===== src/rtl/sipo_deser.sv =====
// rtl/sipo_deser.sv - serial-to-parallel deserializer with valid/ready word output
// Shifts DW serial bits into a word, holds it until accepted, and flags bits dropped while holding.
module sipo_deser #(
  parameter int DW        = 4,
  parameter bit MSB_FIRST = 1'b1
) (
  input  logic          clk,
  input  logic          rst,
  input  logic          clr,
  input  logic          ser_vld,
  input  logic          ser_in,
  input  logic          par_rdy,
  output logic          par_vld,
  output logic [DW-1:0] par_out,
  output logic          busy,
  output logic          ovf
);

  localparam int CW = (DW > 2) ? $clog2(DW) : 1;
  localparam logic [CW-1:0] LAST = CW'(DW - 1);

  typedef enum logic [1:0] {IDLE, SHIFT, HOLD} state_t;

  state_t        state_q, state_d;
  logic [CW-1:0] cnt_q, cnt_d;
  logic [DW-1:0] sh_q, sh_d;
  logic          ovf_q, ovf_d;
  logic [DW-1:0] shifted;

  always_comb begin
    if (MSB_FIRST) shifted = {sh_q[DW-2:0], ser_in};
    else           shifted = {ser_in, sh_q[DW-1:1]};
  end

  always_ff @(posedge clk) begin
    if (rst || clr) begin
      state_q <= IDLE;
      cnt_q   <= '0;
      sh_q    <= '0;
      ovf_q   <= 1'b0;
    end else begin
      state_q <= state_d;
      cnt_q   <= cnt_d;
      sh_q    <= sh_d;
      ovf_q   <= ovf_d;
    end
  end

  always_comb begin
    state_d = state_q;
    cnt_d   = cnt_q;
    sh_d    = sh_q;
    ovf_d   = ovf_q;
    case (state_q)
      IDLE: begin
        if (ser_vld) begin
          sh_d    = shifted;
          cnt_d   = CW'(1);
          state_d = SHIFT;
        end
      end
      SHIFT: begin
        if (ser_vld) begin
          sh_d = shifted;
          if (cnt_q == LAST) begin
            cnt_d   = '0;
            state_d = HOLD;
          end else begin
            cnt_d = cnt_q + 1'b1;
          end
        end
      end
      HOLD: begin
        // A bit arriving with the handshake starts the next word without a bubble.
        if (par_rdy) begin
          if (ser_vld) begin
            sh_d    = shifted;
            cnt_d   = CW'(1);
            state_d = SHIFT;
          end else begin
            state_d = IDLE;
          end
        end else if (ser_vld) begin
          ovf_d = 1'b1;
        end
      end
      default: state_d = IDLE;
    endcase
  end

  always_comb begin
    par_vld = (state_q == HOLD);
    busy    = (state_q != IDLE);
    par_out = sh_q;
    ovf     = ovf_q;
  end

endmodule


===== config.mk =====
export PLATFORM = sky130hd
export DESIGN_NAME = sipo_deser
export DESIGN_NICKNAME = d
export VERILOG_FILES = /design/src/rtl/sipo_deser.sv
export SDC_FILE = /design/constraint.sdc
export NUM_CORES = 1
export LEC_CHECK = 0
export ABC_AREA = 1
export CORE_AREA = 2 2 39 41
export CTS_BUF_LIST = sky130_fd_sc_hd__clkbuf_4 sky130_fd_sc_hd__clkbuf_8
export CTS_CLUSTER_DIAMETER = 40
export DETAILED_ROUTE_END_ITERATION = 16
export DIE_AREA = 0 0 41 43
export SLEW_MARGIN = 15
export SYNTH_ARGS = -nofsm -noshare
export SYNTH_HDL_FRONTEND = slang
export SYNTH_SLANG_ARGS = --single-unit

===== constraint.sdc =====
create_clock -name clk -period 2.3 [get_ports clk]
set_input_delay 0.23 -clock clk [delete_from_list [all_inputs] [get_ports clk]]
set_output_delay 0.23 -clock clk [all_outputs]
set_load 0.01 [all_outputs]

Word-level counts from Yosys, hierarchy flattened
Cells that the tools add are included.

Input port bits: 6. Word-level logic and storage cells: 37. Bits in registers: 9.

Bitwise operators: 1. Add/sub/neg operators: 1. Reductions and logical operators: 10. Muxes and demuxes: 14. Equality and inequality tests: 7.

Operator list (count): two-way mux 2 bit (8); one-hot mux 2 bit (3 select lines) (2); two-way mux 4 bit (2); != test 2 bit, second input constant (4); one-hot mux 4 bit (2 select lines) (1); AND reduction 3 bit (2); == test 2 bit, second input constant (2); AND reduction 4 bit (1); nonzero test 2 bit (2); nonzero test 3 bit (1); adder 2 x 1 -> 2 bit, second input constant (1); == test 2 x 1 -> 1 bit, second input constant (1); logical NOT 2 bit (1); AND reduction 2 bit (1); OR reduction 2 bit (1); logical OR 1 bit (1); two-way mux 1 bit (1); inverter 1 bit (1).

Depth between registers and ports, before layout
Gate-level depths: netlist of run 1.

Word-level depth: 4. Mapped depth: 7. Gate-level depth less buffers: 7.

Worst setup path before layout of run 1
Ideal clock, no wire load.

Path kind: reg2reg. Start: reg state_q[0]. End: reg cnt_q[1]. Required time: 2.187 ns. Arrival: 0.789 ns. Setup time: 0.113 ns. Setup slack: 1.399 ns. Buffers on the path: 0. Clock period less this slack: 0.901 ns. Cell stages (with the launch flop): 7. Cell sequence: dfxtp_1 inv_2 nand2_4 a21oi_4 nand2_1 nand2_1 nor2_1.

Word-level cells in the longest chain between the ends: 3. Elaborated cells on any way between the ends: 8. Those cells by class: 4 x eq/ne; 1 x mux; 3 x reduce/logical.

Ends and longest elaborated chain: start: declaration (RTL line 24) `state_t state_q, state_d;`; start signal: assignment (RTL line 42) `state_q <= state_d;`; == test 2 bit, or another cell as far along (RTL line 54) `case (state_q)`; != test 2 bit (no source line) / nonzero test 3 bit (equally long branches); AND reduction 3 bit (no source line); end signal: assignment (RTL line 43) `cnt_q <= cnt_d;`; end: declaration (RTL line 25) `logic [CW-1:0] cnt_q, cnt_d;`.

Several ways; a longest one is shown, not always the timed one. A chain may end at the register's enable or synchronous reset.

Worst setup path in the final report of run 1
Start: reg state_q[1]. End: out busy.

Word-level cells in the longest chain between the ends: 1.

Ends and longest elaborated chain: nonzero test 2 bit (RTL line 93) `busy = (state_q != IDLE);`; end: declaration (RTL line 15) `output logic busy,`.

Every way passes these cells.

==> flow_summary.ini, run 1 <==
[yosys]
synth_area_leaders = dfxtp_1 42%, nor2_1 14%, nand2_1 6.1%
synth_seq_area_share_pct = 42.11
netlist_instances = 58
synth_area_per_cell_um2 = 7.378
synth_top_cell_area_share_pct = 42.11
yosysWarningCount = 0
synth_area_um2 = 427.9
synth.distinct_cells = 17
yosysTopAreaCell = dfxtp_1
ys_ff_latch = 9
syn_nets = 65

[cts]
cts_setup_buffers = 0
clk_latency_ns = 0.26
tritoncts = built
root_buffer = clkbuf_4
numCtsBuffers = 3
clock_sinks = 9
post_cts_resized = 0
ctsHoldBuffers = 0
cts_buffer_depth = 2
htree_levels = 1
clkTransAtPathRegs_ns = 0.06

[sta]
hold_viol = 0
finalCriticalPeriod_ns = 1.661
clock_skew_ns = 0.001204
finalSetupViolCount = 0
worst_slew_pin_slew_ns = 0.4428
rsz0062_at_grt = false
drv_slew = 0
timing.fmax_ghz = 0.6019
fin_crit_sh_pct = 72.23
slew-limit-headroom_pct = 70.37
setup_tns_ns = 0

[setup_path]
crit_path_max_incr_delay_ns = 0.52
r2r_slack_ns = 1.28
r2r_cells = 6
crit_type = flop to output port
crit_required_ns = 2.07
path_delay_family = buffers and inverters
worstPathArrival_ns = 1.43
path_max_fanout = 6
r2r-start = state_q[0]$_SDFFE_PP0P_
r2r-end = cnt_q[1]$_SDFFE_PP0P_
cp_num_buf_inv = 2
cp-end-kind = output port
crit_slowest_cell = clkdlybuf4s50_1
start_kind = flop
cp_cell_sequence = inv_2 -> nand2_1 -> clkdlybuf4s50_1

[layout]
num_antenna_cells = 0
fill_cells = 153
stdcell_area_um2 = 598.1
syn2layout_area_growth_pct = 39.77
drive_above_1_share_pct = 14.86
nNetsFinal = 82

[hold_path]
hold_depth = 2
hold_end = ovf$_SDFFE_PP0P_
min_from = ovf$_SDFFE_PP0P_
holdCritPathClass = flop to flop

[job]
cap_violations = 0

[floorplanning]
die-area_um2 = 1763
initial_core_util_pct = 30.92
rows = 14
core_area_um2 = 1384
die_y_um = 43
die_w_um = 41
io_pins = 13

[route]
vias = 401
drcViolationCount = 0
wl_per_cell_um = 9.367
ant_nets = 0
first_pass_iters = 4
via_per_inst = 4.456
wl_um = 843
drt_iter0_drc = 4

[placement]
place_area_um2 = 568.0
dp_hpwl_um = 639.8
gp_congestion = 0.7036
io_buffers = 12

[grt]
gr-usage-all-layers_pct = 11.87
grt_pass1_vias = 333
antenna_found_initial = 0
grt_pass1_wl_um = 1373
grt_overflow = 0
grt_max_degree = 8

[power]
power_w = 0.0003461
ir_drop_v = 0.0002441
powerDensity_nw_per_um2 = 578.6
leakage_nw = 0.2546

[run_status]
status = completed
[state kept, by name, summed over array words and instances, names as in the netlist]
name	count
par_out	4
state_q	2
ovf	1
cnt_q	2
[cell usage in the layout, fill, tap and decap left out]
cell type / synthesis / final
a31oi_1: 1 / 1
dfxtp_1: 9 / 9
nor2_1: 16 / 16
o21ai_2: 1 / 1
nand4_1: 1 / 1
ha_1: 1 / 1
nand3_1: 3 / 3
inv_2: 2 / 2
a21oi_4: 1 / 1
o21ai_0: 1 / 1
clkdlybuf4s50_1: 0 / 12
nand2_1: 7 / 7
o21ai_1: 3 / 3
nand2_4: 2 / 2
inv_1: 6 / 6
nand2_2: 1 / 1
o211ai_1: 1 / 1
a21oi_1: 2 / 2
clkbuf_4: 0 / 4
[kinds of logic (layout without fill, tap and decap cells)]
logic type               count (synthesis)  after routing  share of synthesized area [%]
flip-flops                               9              9                          42.10
AO/OA/AOI/OAI                           10             10                          16.08
buffers and inverters                    8             24                          7.018
adder cells (fa/ha/maj)                  1              1                          2.924
AND/OR/NAND/NOR                         30             30                          31.87
[stage by stage]
step	util, %	setup slack, ns	instances	hold WS [ns]
detailed placement	41.05	0.8522	86	0.4675
floorplan	-	1.399	58	0.3757
global placement	41.05	0.8510	86	0.4598
finish	43.22	0.6387	90	0.4729
CTS	43.22	0.6384	90	0.4815
global route	43.22	0.5387	90	0.5130
[report_power, final]
part	switching [W]	internal [W]	total, W
clock network	0.0000578	0.0000788	0.000137
registers	0.00000377	0.000161	0.000164
logic	0.0000226	0.0000224	0.0000450
[worst min-delay path, delay by kind of cell (launching register included)]
| family | cells | cell delay, ns |
|---|---|---|
| flip-flops | 1 | 0.32 |
| AO/OA/AOI/OAI | 1 | 0.04 |
| AND/OR/NAND/NOR | 1 | 0.07 |
[layout make-up]
cell class	instances	area (um^2)	area share, %
Clock buffer	4	30.03	5.021
Timing Repair Buffer	12	120.1	20.08
Tap cell	16	20.02	3.347
Inverter	8	30.03	5.021
Multi-Input combinational cell	41	217.7	36.40
Sequential cell	9	180.2	30.13
[how the worst max path moves through the flow]
stage | startpoint | endpoint | slack (ns) | cells past startpoint
after floorplan | state_q[0]$_SDFFE_PP0P_ | cnt_q[1]$_SDFFE_PP0P_ | 1.40 | 6
after global placement | ser_vld | cnt_q[1]$_SDFFE_PP0P_ | 0.85 | 6
after detailed placement | ser_vld | cnt_q[1]$_SDFFE_PP0P_ | 0.85 | 6
after CTS | state_q[1]$_SDFFE_PP0P_ | busy | 0.64 | 3
after global routing | state_q[1]$_SDFFE_PP0P_ | par_vld | 0.54 | 3
final | state_q[1]$_SDFFE_PP0P_ | busy | 0.64 | 3
[synthesized netlist by cell type, drive strengths merged]
cell,n
a31oi,1
nor2,16
inv,8
o21ai,5
nand3,3
a21oi,3
ha,1
nand2,10
o211ai,1
nand4,1
dfxtp,9
[layer usage]
| metal | vias to the layer above | share of wire, % | global-route usage, % |
|---|---|---|---|
| li1 | 217 | - | - |
| met1 | 174 | 47 | 15.53 |
| met2 | 10 | 49 | 15.31 |
| met3 | 0 | 4.5 | 1.571 |
| met4 | 0 | 0 | 12.00 |
| met5 | - | 0 | 0 |
Note: power is estimated with default switching activity, not from simulation.
==> run 2, diff against run 1 <==
==> constraint.sdc (replaced) <==
create_clock -name clk -period 1.49 [get_ports clk]
set_input_delay 0.149 -clock clk [delete_from_list [all_inputs] [get_ports clk]]
set_output_delay 0.149 -clock clk [all_outputs]
set_load 0.01 [all_outputs]
==> run 2 against run 1 <==
- die area unchanged
- cell count is 3.3% higher
- clock-buffer cell count unchanged
- critical path type unchanged
- largest cell class unchanged
==> flow_summary.ini, run 2 (same netlist as run 1, synthesis figures left out) <==
[run_status]
status = completed

[layout]
nNetsFinal = 85
stdcell_area_um2 = 630.6
syn2layout_area_growth_pct = 47.37
num_antenna_cells = 0
largest_reg_flops = 4
drive_above_1_share_pct = 20.78
layout_common_cells = 16 x nor2_1, 10 x clkdlybuf4s50_1, 7 x nand2_1, 7 x dfxtp_1, 6 x inv_1
final_common_cell = nor2_1

[route]
wl_um = 871
drcViolationCount = 0
drt_iter0_drc = 9
via_per_inst = 4.473
vias = 416
wl_per_cell_um = 9.366
first_pass_iters = 3
ant_nets = 0

[setup_path]
path_delay_family = buffers and inverters
crit_type = flop to output port
path_max_fanout = 3
cp_cell_sequence = clkdlybuf4s50_1
r2r-start = state_q[0]$_SDFFE_PP0P_
worstPathArrival_ns = 1.16
start_kind = flop
r2r-end = cnt_q[1]$_SDFFE_PP0P_
r2r_slack_ns = 0.41
crit_slowest_cell = clkdlybuf4s50_1
cp_num_buf_inv = 1
crit_required_ns = 1.34
r2r_cells = 7
crit_path_max_incr_delay_ns = 0.55
cp-end-kind = output port

[sta]
timing.fmax_ghz = 0.7628
setup_tns_ns = 0
fin_crit_sh_pct = 87.99
clock_skew_ns = 0.007185
finalSetupViolCount = 0
holdWs_ns = 0.4713
rsz0062_at_grt = false
finalCriticalPeriod_ns = 1.311
hold_viol = 0
worst_slew_pin_slew_ns = 0.2179
drv_slew = 0
slew-limit-headroom_pct = 85.44

[power]
power_w = 0.0005307
powerDensity_nw_per_um2 = 841.5
leakage_nw = 0.3054
ir_drop_v = 0.0003831

[floorplanning]
rows = 14
core_area_um2 = 1384
initial_core_util_pct = 30.92
die_w_um = 41
die-area_um2 = 1763
die_y_um = 43
io_pins = 13

[cts]
root_buffer = clkbuf_4
numCtsBuffers = 3
clock_sinks = 9
cts_buffer_depth = 2
clk_latency_ns = 0.26
ctsHoldBuffers = 0
tritoncts = built
clkTransAtPathRegs_ns = 0.06
htree_levels = 1

[job]
cap_violations = 0

[placement]
io_buffers = 12
gp_congestion = 0.6609
place_area_um2 = 583.1

[hold_path]
hold_depth = 2
min_from = ovf$_SDFFE_PP0P_
hold_end = ovf$_SDFFE_PP0P_
holdCritPathClass = flop to flop

[grt]
grt_max_degree = 8
grt_pass1_vias = 392
antenna_found_initial = 0
gr-usage-all-layers_pct = 11.88
grt_overflow = 0
grt_pass1_wl_um = 1421
## run 2: cell count changes in the layout (fill, tap and decap cells not counted)
cell             delta
dfxtp_1             -2
dfxtp_2             +1
clkdlybuf4s50_1     -2
dlymetal6s2s_1      +2
dfxtp_4             +1
buf_4               +3
## run 2: layout make-up
class                   instances  area [um^2]
clock buffers                   4        30.03
fillers                       152        753.2
inverters                       8        30.03
multi-input cells              41        217.7
flip-flops and latches          9        185.2
well taps                      16        20.02
repair buffers                 15        147.6
## run 2: how the worst max path moves through the flow
| stage | endpoint | depth (start not counted) | slack [ns] | from |
|---|---|---|---|---|
| 5_1_grt | par_out[0] | 1 | 0.14 | par_out[0]$_SDFFE_PP0P_ |
| 4_1_cts | par_vld | 3 | 0.005 | state_q[1]$_SDFFE_PP0P_ |
| 3_3_place_gp | par_vld | 3 | 0.21 | state_q[1]$_SDFFE_PP0P_ |
| 3_5_place_dp | par_vld | 3 | 0.20 | state_q[1]$_SDFFE_PP0P_ |
| 6_report | par_out[0] | 1 | 0.18 | par_out[0]$_SDFFE_PP0P_ |
| 2_1_floorplan | cnt_q[1]$_SDFFE_PP0P_ | 6 | 0.59 | state_q[0]$_SDFFE_PP0P_ |
## run 2: per-layer routing
layer	GRT usage [%]	vias to the layer above	routed length (um)
met1	13.31	180	412
met4	4.000	0	0
li1	-	226	-
met3	6.283	0	44
met5	0	-	0
met2	18.44	10	415
## run 2: metrics by stage
step / utilization, % / cells / setup slack, ns
floorplan: - / 58 / 0.5886
global placement: 42.13 / 88 / 0.2140
detailed placement: 42.13 / 88 / 0.2009
CTS: 44.94 / 93 / 0.005288
global route: 45.57 / 93 / 0.1394
finish: 45.57 / 93 / 0.1790
## run 2: power by group
group          switching [W]  total [W]  internal, W
registers         0.00000567   0.000252     0.000247
logic              0.0000368  0.0000764    0.0000395
clock network      0.0000809   0.000202     0.000121
total               0.000123   0.000531     0.000407
## run 2: worst min-delay path, stage by stage (launching register included)
cell and delay (ns):
dfxtp_1 0.32, a31oi_1 0.04, nor2_1 0.07
## run 2: timing repair
item	in CTS	in global routing
endpoints found under the setup margin	2	2
setup buffers	1	0
gates resized for setup	1	4
